## src/rtl/stream_mux_rr.sv

```systemverilog
// stream_mux_rr: N-channel valid/ready stream multiplexer with a one-word
// registered output slot. It supports two grant modes: fixed select and
// round-robin.
module stream_mux_rr #(
    parameter int unsigned WIDTH = 8,
    parameter int unsigned N     = 4
) (
    input  logic                        clk,
    input  logic                        rst,
    input  logic [N*WIDTH-1:0]          in_data,
    input  logic [N-1:0]                in_valid,
    output logic [N-1:0]                in_ready,
    input  logic                        mode,
    input  logic [((N > 2) ? $clog2(N) : 1)-1:0] sel,
    output logic [WIDTH-1:0]            out_data,
    output logic [((N > 2) ? $clog2(N) : 1)-1:0] out_ch,
    output logic                        out_valid,
    input  logic                        out_ready
);

    localparam int unsigned SW = (N > 2) ? $clog2(N) : 1;

    logic [WIDTH-1:0] out_data_q, out_data_d;
    logic [SW-1:0]    out_ch_q,   out_ch_d;
    logic             out_valid_q, out_valid_d;
    logic [SW-1:0]    ptr_q,      ptr_d;

    logic             slot_free;
    logic             gnt;
    logic [SW-1:0]    gidx;
    logic             hi_gnt, lo_gnt;
    logic [SW-1:0]    hi_idx, lo_idx;
    logic             xfer;

    // Grant decision: fixed select, or a round-robin search starting at ptr.
    // The round-robin search finds the lowest valid channel at or above ptr.
    // If there is none, it wraps to the lowest valid channel overall.
    always_comb begin
        gnt    = 1'b0;
        gidx   = '0;
        hi_gnt = 1'b0;
        hi_idx = '0;
        lo_gnt = 1'b0;
        lo_idx = '0;
        if (!mode) begin
            // A sel value that matches no channel index (sel >= N) finds nothing.
            for (int i = 0; i < int'(N); i++) begin
                if (sel == SW'(i) && in_valid[i]) begin
                    gnt  = 1'b1;
                    gidx = SW'(i);
                end
            end
        end else begin
            for (int i = int'(N) - 1; i >= 0; i--) begin
                if (in_valid[i]) begin
                    lo_gnt = 1'b1;
                    lo_idx = SW'(i);
                end
                if (in_valid[i] && (SW'(i) >= ptr_q)) begin
                    hi_gnt = 1'b1;
                    hi_idx = SW'(i);
                end
            end
            if (hi_gnt) begin
                gnt  = 1'b1;
                gidx = hi_idx;
            end else if (lo_gnt) begin
                gnt  = 1'b1;
                gidx = lo_idx;
            end
        end
    end

    assign slot_free = !out_valid_q || out_ready;
    assign xfer      = slot_free && gnt && !rst;

    // Ready is one-hot on the granted channel, and only when the slot can accept.
    always_comb begin
        in_ready = '0;
        for (int i = 0; i < int'(N); i++) begin
            if (xfer && gidx == SW'(i)) begin
                in_ready[i] = 1'b1;
            end
        end
    end

    // Next-state for the output slot and the round-robin pointer.
    always_comb begin
        out_data_d  = out_data_q;
        out_ch_d    = out_ch_q;
        out_valid_d = out_valid_q;
        ptr_d       = ptr_q;
        if (xfer) begin
            for (int i = 0; i < int'(N); i++) begin
                if (gidx == SW'(i)) begin
                    out_data_d = in_data[i*WIDTH +: WIDTH];
                end
            end
            out_ch_d    = gidx;
            out_valid_d = 1'b1;
            if (mode) begin
                ptr_d = (gidx == SW'(N - 1)) ? '0 : gidx + SW'(1);
            end
        end else if (slot_free) begin
            out_valid_d = 1'b0;
        end
    end

    // State registers; reset wins over any same-cycle transfer.
    always_ff @(posedge clk) begin
        if (rst) begin
            out_data_q  <= '0;
            out_ch_q    <= '0;
            out_valid_q <= 1'b0;
            ptr_q       <= '0;
        end else begin
            out_data_q  <= out_data_d;
            out_ch_q    <= out_ch_d;
            out_valid_q <= out_valid_d;
            ptr_q       <= ptr_d;
        end
    end

    assign out_data  = out_data_q;
    assign out_ch    = out_ch_q;
    assign out_valid = out_valid_q;

endmodule

```

## config.mk

```make
export PLATFORM = sky130hd
export DESIGN_NAME = stream_mux_rr
export DESIGN_NICKNAME = d
export VERILOG_FILES = /design/src/rtl/stream_mux_rr.sv
export SDC_FILE = /design/constraint.sdc
export NUM_CORES = 1
export LEC_CHECK = 0
export CORE_ASPECT_RATIO = 1.75
export CORE_MARGIN = 1
export CORE_UTILIZATION = 25
export CTS_BUF_LIST = sky130_fd_sc_hd__clkbuf_8 sky130_fd_sc_hd__clkbuf_16
export DETAILED_ROUTE_END_ITERATION = 8
export MAX_ROUTING_LAYER = met4
export SYNTH_ARGS = -nofsm -noshare
export SYNTH_HDL_FRONTEND = slang
export SYNTH_SLANG_ARGS = --single-unit
```

## constraint.sdc

```tcl
create_clock -name clk -period 9 [get_ports clk]
set_input_delay 1.8 -clock clk [delete_from_list [all_inputs] [get_ports clk]]
set_output_delay 1.8 -clock clk [all_outputs]
set_load 0.005 [all_outputs]
```

Yosys cells after proc, flatten, opt, wreduce, memory -nomap -nowiden
Cells that the tools add are included.
- bits in registers: 13
- output and inout port bits: 15
- word-level logic and storage cells: 80
- $add $sub $neg: 1
- order comparisons: 4
- equal/unequal tests: 6
- multiplexer cells: 42
- reductions and logical operators: 23
- operators with widths (operator ; count):
    $mux W8 ; 4
    $mux W2 ; 14
    $mux W1 ; 24
    $logic_and A1 B1 Y1 ; 14
    $eq A2 B2 Y1 const B ; 4
    $eq A2 B1 Y1 const B ; 2
    $ge A1 B2 Y1 const A ; 2
    $ge A2 B2 Y1 const A ; 2
    $logic_not A2 Y1 ; 2
    $reduce_and A2 Y1 ; 2
    $reduce_bool A4 Y1 ; 1
    $add A2 B1 Y2 const B ; 1
    $logic_not A1 Y1 ; 2
    $reduce_bool A2 Y1 ; 1
    $logic_or A1 B1 Y1 ; 1

Logic depth before layout (Yosys ltp)
Gate-level depths: netlist (run 1).
- word-level depth: 14
- mapped depth: 11
- gate-level depth less buffers: 9

Worst setup path before layout (run 1)
No wires, ideal clock.
- path type: input to output
- start point: input sel[1] in the netlist's numbering
- end point: output in_ready[2]
- arrival: 3.350 ns
- required time: 7.200 ns
- setup slack: 3.850 ns
- cell stages on the path: 8
- buffers on the path: 2
- cell sequence: nor2b_1 a31o_2 nor4b_2 inv_1 ha_1 clkbuf_1 clkbuf_1 and3_1
- RTL lines (what ; line ; source):
    start, declared ; 14 ; input logic [((N > 2) ? $clog2(N) : 1)-1:0] sel,
    $eq A2 B2 Y1 ; 48 ; if (sel == SW'(i) && in_valid[i]) begin
    $logic_and A1 B1 Y1 ; 48 ;
    $mux W2 ; 48 ;
    $mux W2 (*) ; 48 ;
    $mux W2 (*) ; 45 ; if (!mode) begin
    net gidx[1] ; 30 ; logic [SW-1:0] gidx;
    $eq A2 B2 Y1 (*) ; 81 ; if (xfer && gidx == SW'(i)) begin
    $logic_and A1 B1 Y1 (*) ; 81 ;
    $mux W1 (*) ; 81 ;
    end, declared ; 12 ; output logic [N-1:0] in_ready,
Mark *: on every way through the listed nets, which the timed path passes. The rest lies on a longest branch.

Worst setup path after layout (run 1)
- start point: input mode
- end point: output in_ready[1]
- cells in the longest elaborated chain, start to end: 5
- ends and longest elaborated chain (what ; line ; source):
    start, declared ; 13 ; input logic mode,
    $mux W1 ; 45 ;
    $logic_and A1 B1 Y1 (2 in a row) ; 75 ; assign xfer = slot_free && gnt && !rst;
    $logic_and A1 B1 Y1 (*) ; 81 ;
    $mux W1 (*) ; 81 ;
Every way passes the cells marked *; elsewhere a longest branch is shown, timed or not.

==> qor.yml, run 1 <==
die:
  die_w_um: 52.7
  start_util_pct: 26.6
  num_rows: 31
  io_pins: 57
  die_h_um: 90.7
  core-area_mm2: 0.00423
  die_area_mm2: 0.00478
setup_path:
  critPathKind: "in2out"
  slowest_stage: "clkdlybuf4s50_1"
  crit_required_ns: 7.20
  crit_path_cell_trace: "clkdlybuf4s50_1 > nor2b_1 > a31o_2 > nor4b_2 > ha_1 > and3_1 > clkdlybuf4s50_1"
  critPathMaxFanout: 18
  start_kind: "input port"
  endpoint_kind: "output port"
  cp_common_cell: "clkdlybuf4s50_1"
  max_stage_delay_ns: 0.62
  ff2ff_path_depth: 8
  cp.arrival_ns: 4.59
clock_tree:
  clockRootBuffer: "clkbuf_8"
  clock_latency_ns: 0.24
  clkTransAtPathRegs_ns: 0.05
  clock_path_buffers: 2
  clock-sinks: 13
  cts_tree: "yes"
  cts-resized-gates: 0
  postCtsHoldBufs: 0
  htreeDepth: 1
  cts_buffers: 3
  post-cts-setup-buffers: 0
yosys:
  syn_nets: 179
  syn_area_mm2: 0.00112
  syn_inst: 133
  netlist.area_leader.share_pct: 23.1
  synth.avg_cell_area_um2: 8.46
  synth.area.top_cells: "dfxtp_1 (23%), a211o_1 (6.2%), nor2b_1 (6.1%)"
  ys.flop_type: "dfxtp_1"
  synthTopCellsByCount: "a21oi_1 (13), dfxtp_1 (13), inv_1 (12)"
  synth_cell_types: 34
  ys_seq_elements: 13
  async_flop_share_pct: 0
  synth_edf_count: 0
  synth.yosys.warnings: 0
  synth_area_leader_cell: "dfxtp_1"
  yosysSeqAreaShare_pct: 23.1
finish:
  final_nets: 230
  antenna_cells: 0
  nFillCells: 439
  drive_gt1_share_pct: 6.01
  syn_to_final_growth_pct: 52.8
route:
  routedWlPerCell_um: 13.8
  drt_iter0_drc: 23
  final_antenna_net_count: 0
  vias: 1241
  drcViolationCount: 0
  firstDrtPassIters: 4
  routed_wl_um: 3200
  viasPerCell: 5.35
global_routing:
  grt_pass1_wl_um: 4900
  grt_pass1_vias: 1163
  grtUsageTotal_pct: 13.6
  met3_usage_pct: 2.86
  grt.overflow.total: 0
  grt-busiest-layer: "met2"
  met2_usage_pct: 24.4
  grt_antenna_before_repair: 0
  grt_util_met1_pct: 13.0
  grt_max_degree: 20
placed_design:
  io_buffers: 56
  place_hpwl_um: 2510
  place.gp.congestion: 0.902
timing:
  rsz0062_at_grt: "no"
  final_max_slew_viol_count: 0
  clock_skew_ns: 0.000767
  fin_crit_sh_pct: 70.9
  fin_crit_ns: 6.39
  hold_violations: 0
  worst_slew_pin_slew_ns: 0.676
  holdWs_ns: 0.516
  setup_viol: 0
  fmax_ghz: 0.157
  max-slew-margin-rel_pct: 54.8
  setup_tns_ns: 0
worst_hold_path:
  holdPathStages: 2
  hp-class: "reg2reg"
power:
  vdd_drop_max_mv: 0.0687
  power_density_mw_per_mm2: 124
  p_leak_nw: 0.694
run:
  max-cap-violations: 0
outcome:
  status: "completed"
[critical path: cells and delay by family]
kind / cells / cell delay, ns
AO/OA/AOI/OAI: 1 / 0.27
AND/OR/NAND/NOR: 3 / 0.79
adder cells (fa/ha/maj): 1 / 0.59
buffers and inverters: 2 / 1.12
[sequential cells by signal, indices dropped and copies added (netlist names)]
name	count
ptr_q	2
out_data	8
out_ch	2
out_valid	1
[area by class of cell]
type | count | area (µm²) | share of cell area (%)
clock buffers | 3 | 41.3 | 2.40
clock inverters | 1 | 3.75 | 0.218
inverters | 12 | 45.0 | 2.62
multi-input cells | 97 | 739 | 43.0
flip-flops and latches | 13 | 260 | 15.1
well taps | 49 | 61.3 | 3.57
repair buffers | 57 | 568 | 33.0
[cell usage in the layout, fill, tap and decap left out, types with 3 or more instances in the layout]
master	Yosys	layout
clkbuf_8	0	3
nor2b_1	11	11
dfxtp_1	13	13
a211o_1	8	8
a311oi_1	5	5
nand2b_1	4	4
a22oi_1	9	9
ha_1	4	4
a311oi_2	3	3
clkdlybuf4s50_1	0	56
and3_1	6	6
nor2_1	4	4
inv_1	12	13
a211oi_1	3	3
a31oi_1	9	9
mux2i_1	4	4
a21oi_1	13	13
[report_power, final]
group	leakage [nW]	switching, mW	total (mW)	internal [mW]
Combinational	0.559	0.0416	0.0940	0.0524
Sequential	0.107	0.00440	0.0688	0.0644
Clock	0.0269	0.0203	0.0503	0.0301
Total	0.694	0.0663	0.213	0.147
[through the flow]
stage               power [mW]  cells  worst slack (ns)  instance area [µm²]  utilization, %
floorplan                0.126    133              3.85                 1120               -
global placement         0.163    228              2.74                 1670            39.6
detailed placement       0.164    228              2.61                 1670            39.6
CTS                      0.215    232              2.59                 1720            40.7
global route             0.228    232              2.41                 1720            40.7
finish                   0.213    232              2.61                 1720            40.7
[cells by family (layout without fill, tap and decap cells)]
group	count (synthesis)	after routing	synth area share (%)
AO/OA/AOI/OAI	56	56	38.5
AND/OR/NAND/NOR	33	33	19.2
buffers and inverters	23	73	11.1
flip-flops	13	13	23.1
adder cells (fa/ha/maj)	4	4	4.45
multiplexers	4	4	3.56
[per-layer routing]
| metal | up-vias | routed length [µm] |
|---|---|---|
| met4 | 0 | 48 |
| met2 | 56 | 1800 |
| li1 | 608 | - |
| met1 | 573 | 1160 |
| met5 | - | 0 |
| met3 | 4 | 193 |
[path summary, 6_finish.rpt]
| kind | startpoint | to | slack, ns |
|---|---|---|---|
| hold reg to reg | out_ch[0]$_SDFFE_PP0N_ | out_ch[0]$_SDFFE_PP0N_ | 0.52 |
| hold / removal | out_ch[0]$_SDFFE_PP0N_ | out_ch[0]$_SDFFE_PP0N_ | 0.52 |
| setup / recovery | mode | in_ready[1] | 2.61 |
| setup reg to reg | ptr_q[0]$_SDFFE_PP0P_ | out_data[5]$_SDFFE_PP0P_ | 6.08 |
Note: power is estimated with default switching activity, not from simulation.
==> inputs of run 2 (changes only) <==
==> constraint.sdc (replaced) <==
create_clock -name clk -period 5.75 [get_ports clk]
set_input_delay 1.15 -clock clk [delete_from_list [all_inputs] [get_ports clk]]
set_output_delay 1.15 -clock clk [all_outputs]
set_load 0.005 [all_outputs]
==> qor.yml, run 2 (synthesis results as in run 1) <==
outcome:
  status: "completed"
route:
  drt_iter0_drc: 15  # -35%
  firstDrtPassIters: 4  # unchanged
  final_antenna_net_count: 0  # unchanged
  routed_wl_um: 3120  # -2.5%
  vias: 1240  # -0.081%
  routedWlPerCell_um: 13.4  # -2.9%
  viasPerCell: 5.32  # -0.51%
  drcViolationCount: 0  # unchanged
placed_design:
  place.gp.congestion: 0.943  # +4.6%
  io_buffers: 56  # unchanged
  place_hpwl_um: 2480  # -1.3%
die:
  core-area_mm2: 0.00423  # unchanged
  start_util_pct: 26.6  # unchanged
  io_pins: 57  # unchanged
  num_rows: 31  # unchanged
  die_area_mm2: 0.00478  # unchanged
  die_w_um: 52.7  # unchanged
  die_h_um: 90.7  # unchanged
timing:
  worst_slew_pin_slew_ns: 0.678  # +0.00195 ns
  fin_crit_ns: 4.96
  fin_crit_sh_pct: 86.2
  setup_viol: 0  # unchanged
  hold_violations: 0  # unchanged
  setup_tns_ns: 0  # unchanged
  rsz0062_at_grt: "no"
  holdWs_ns: 0.531  # +0.0148 ns
  clock_skew_ns: 0.00181  # +0.00104 ns
  max-slew-margin-rel_pct: 54.7  # -0.13 points
  final_max_slew_viol_count: 0  # unchanged
  fmax_ghz: 0.202
power:
  power_frac_clock_pct: 23.6  # about the same
  p_sw_share_pct: 31.0  # -0.10 points
  p_comb_share_pct: 44.2  # about the same
  p_int_uw: 230  # +57%
  power_density_mw_per_mm2: 193  # +56%
  seq_power_share_pct: 32.2  # about the same
  p_leak_nw: 0.699  # +0.75%
  p_switching_uw: 103  # +56%
  vdd_drop_max_mv: 0.0948  # +38%
run:
  max-cap-violations: 0  # unchanged
setup_path:
  crit_required_ns: 4.60  # -2.60 ns
  critPathMaxFanout: 19  # +1
  start_kind: "input port"
  cp.arrival_ns: 3.81  # -0.78 ns
  critPathKind: "in2out"
  crit_path_cell_trace: "clkdlybuf4s50_1 > and3_1 > a31o_2 > nor4b_2 > inv_1 > ha_1 > and3_1 > clkdlybuf4s50_1"
  reg2reg_from: "ptr_q[1]$_SDFFE_PP0P_"
  slowest_stage: "clkdlybuf4s50_1"
  endpoint_kind: "output port"
  critPathLaunch: "mode"
  max_stage_delay_ns: 0.54  # -0.08 ns
  rrSetupSlack_ns: 2.82  # -3.26 ns
clock_tree:
  clock_latency_ns: 0.24  # about the same
  clock-sinks: 13  # unchanged
  clockRootBuffer: "clkbuf_8"
  post-cts-setup-buffers: 0  # unchanged
  postCtsHoldBufs: 0  # unchanged
  clock_path_buffers: 2  # unchanged
  cts_buffers: 3  # unchanged
  clkTransAtPathRegs_ns: 0.06  # about the same
  cts-resized-gates: 0  # unchanged
  cts_tree: "yes"
  htreeDepth: 1  # unchanged
global_routing:
  grt.overflow.total: 0  # unchanged
  grt_max_degree: 20  # unchanged
  grt_pass1_wl_um: 4910  # +0.27%
  grt_pass1_vias: 1198  # +3.0%
  grtUsageTotal_pct: 13.6  # +0.067 points
  grt_antenna_before_repair: 0  # unchanged
finish:
  antenna_cells: 0  # unchanged
  drive_gt1_share_pct: 6.52  # +0.51 points
  layout_commonest_cell: "clkdlybuf4s50_1"
  largest_reg_flops: 8  # unchanged
  layout_common_cells: "clkdlybuf4s50_1 (56), inv_1 (13), a21oi_1 (13), dfxtp_1 (13), nor2b_1 (11)"
  syn_to_final_growth_pct: 53.5
  final_nets: 231  # +0.43%
worst_hold_path:
  hp-class: "reg2reg"
  min_from: "ptr_q[0]$_SDFFE_PP0P_"
==> run 2: cell count changes in the layout (fill, tap and decap cells not counted) <==
cell,delta
buf_4,+1
==> run 2: power groups by stage <==
stage | clock network [mW] | registers (mW) | logic [mW]
2_1_floorplan | 0 | 0.109 | 0.0881
3_3_place_gp | 0 | 0.110 | 0.146
3_5_place_dp | 0 | 0.110 | 0.148
4_1_cts | 0.0822 | 0.108 | 0.149
5_1_grt | 0.0865 | 0.109 | 0.161
6_report | 0.0788 | 0.108 | 0.147
==> run 2: final cells by class <==
cell class / count / area, µm²
inverters: 12 / 45.0
well taps: 49 / 61.3
clock inverters: 1 / 3.75
clock buffers: 3 / 41.3
flip-flops and latches: 13 / 260
repair buffers: 58 / 576
multi-input cells: 97 / 739
fillers: 423 / 2500
==> run 2: critical path: cells and delay by family <==
family / cells / cell delay, ns
buffers and inverters: 3 / 1.10
and+or+nand+nor: 3 / 0.90
adders and majority gates: 1 / 0.44
AOI/OAI and AO/OA: 1 / 0.22
==> run 2: per-layer routing <==
metal / track usage, % / wire, µm
met1: 13.9 / 1220
met2: 23.8 / 1710
met3: 1.52 / 138
met4: 7.68 / 52
met5: - / 0
==> run 2: path summary, 6_finish.rpt <==
check | endpoint | cells after the start
worst max-delay path | in_ready[3] | 8
worst min-delay path | ptr_q[0]$_SDFFE_PP0P_ | 2
worst max register to register | out_data[7]$_SDFFE_PP0P_ | 8
worst min register to register | ptr_q[0]$_SDFFE_PP0P_ | 2
==> run 2: per-stage QoR <==
step	util (%)	setup slack, ns	power, mW	instance area (µm²)	instances
6_report	40.8	0.794	0.334	1730	233
5_1_grt	40.8	0.598	0.356	1730	233
4_1_cts	40.8	0.786	0.338	1730	233
3_5_place_dp	39.8	0.792	0.258	1680	229
3_3_place_gp	39.8	0.875	0.256	1680	229
2_1_floorplan	-	1.90	0.197	1120	133
==> inputs of run 3 (changes only) <==
--- a/config.mk
+++ b/config.mk
@@ -9,8 +9,10 @@
 export CORE_MARGIN = 1
 export CORE_UTILIZATION = 25
 export CTS_BUF_LIST = sky130_fd_sc_hd__clkbuf_8 sky130_fd_sc_hd__clkbuf_16
+export CTS_CLUSTER_DIAMETER = 40
 export DETAILED_ROUTE_END_ITERATION = 8
 export MAX_ROUTING_LAYER = met4
 export SYNTH_ARGS = -nofsm -noshare
 export SYNTH_HDL_FRONTEND = slang
 export SYNTH_SLANG_ARGS = --single-unit
+export TNS_END_PERCENT = 5
==> results of run 3 <==
Final layout, timing and power as in run 2 (identical DEF).
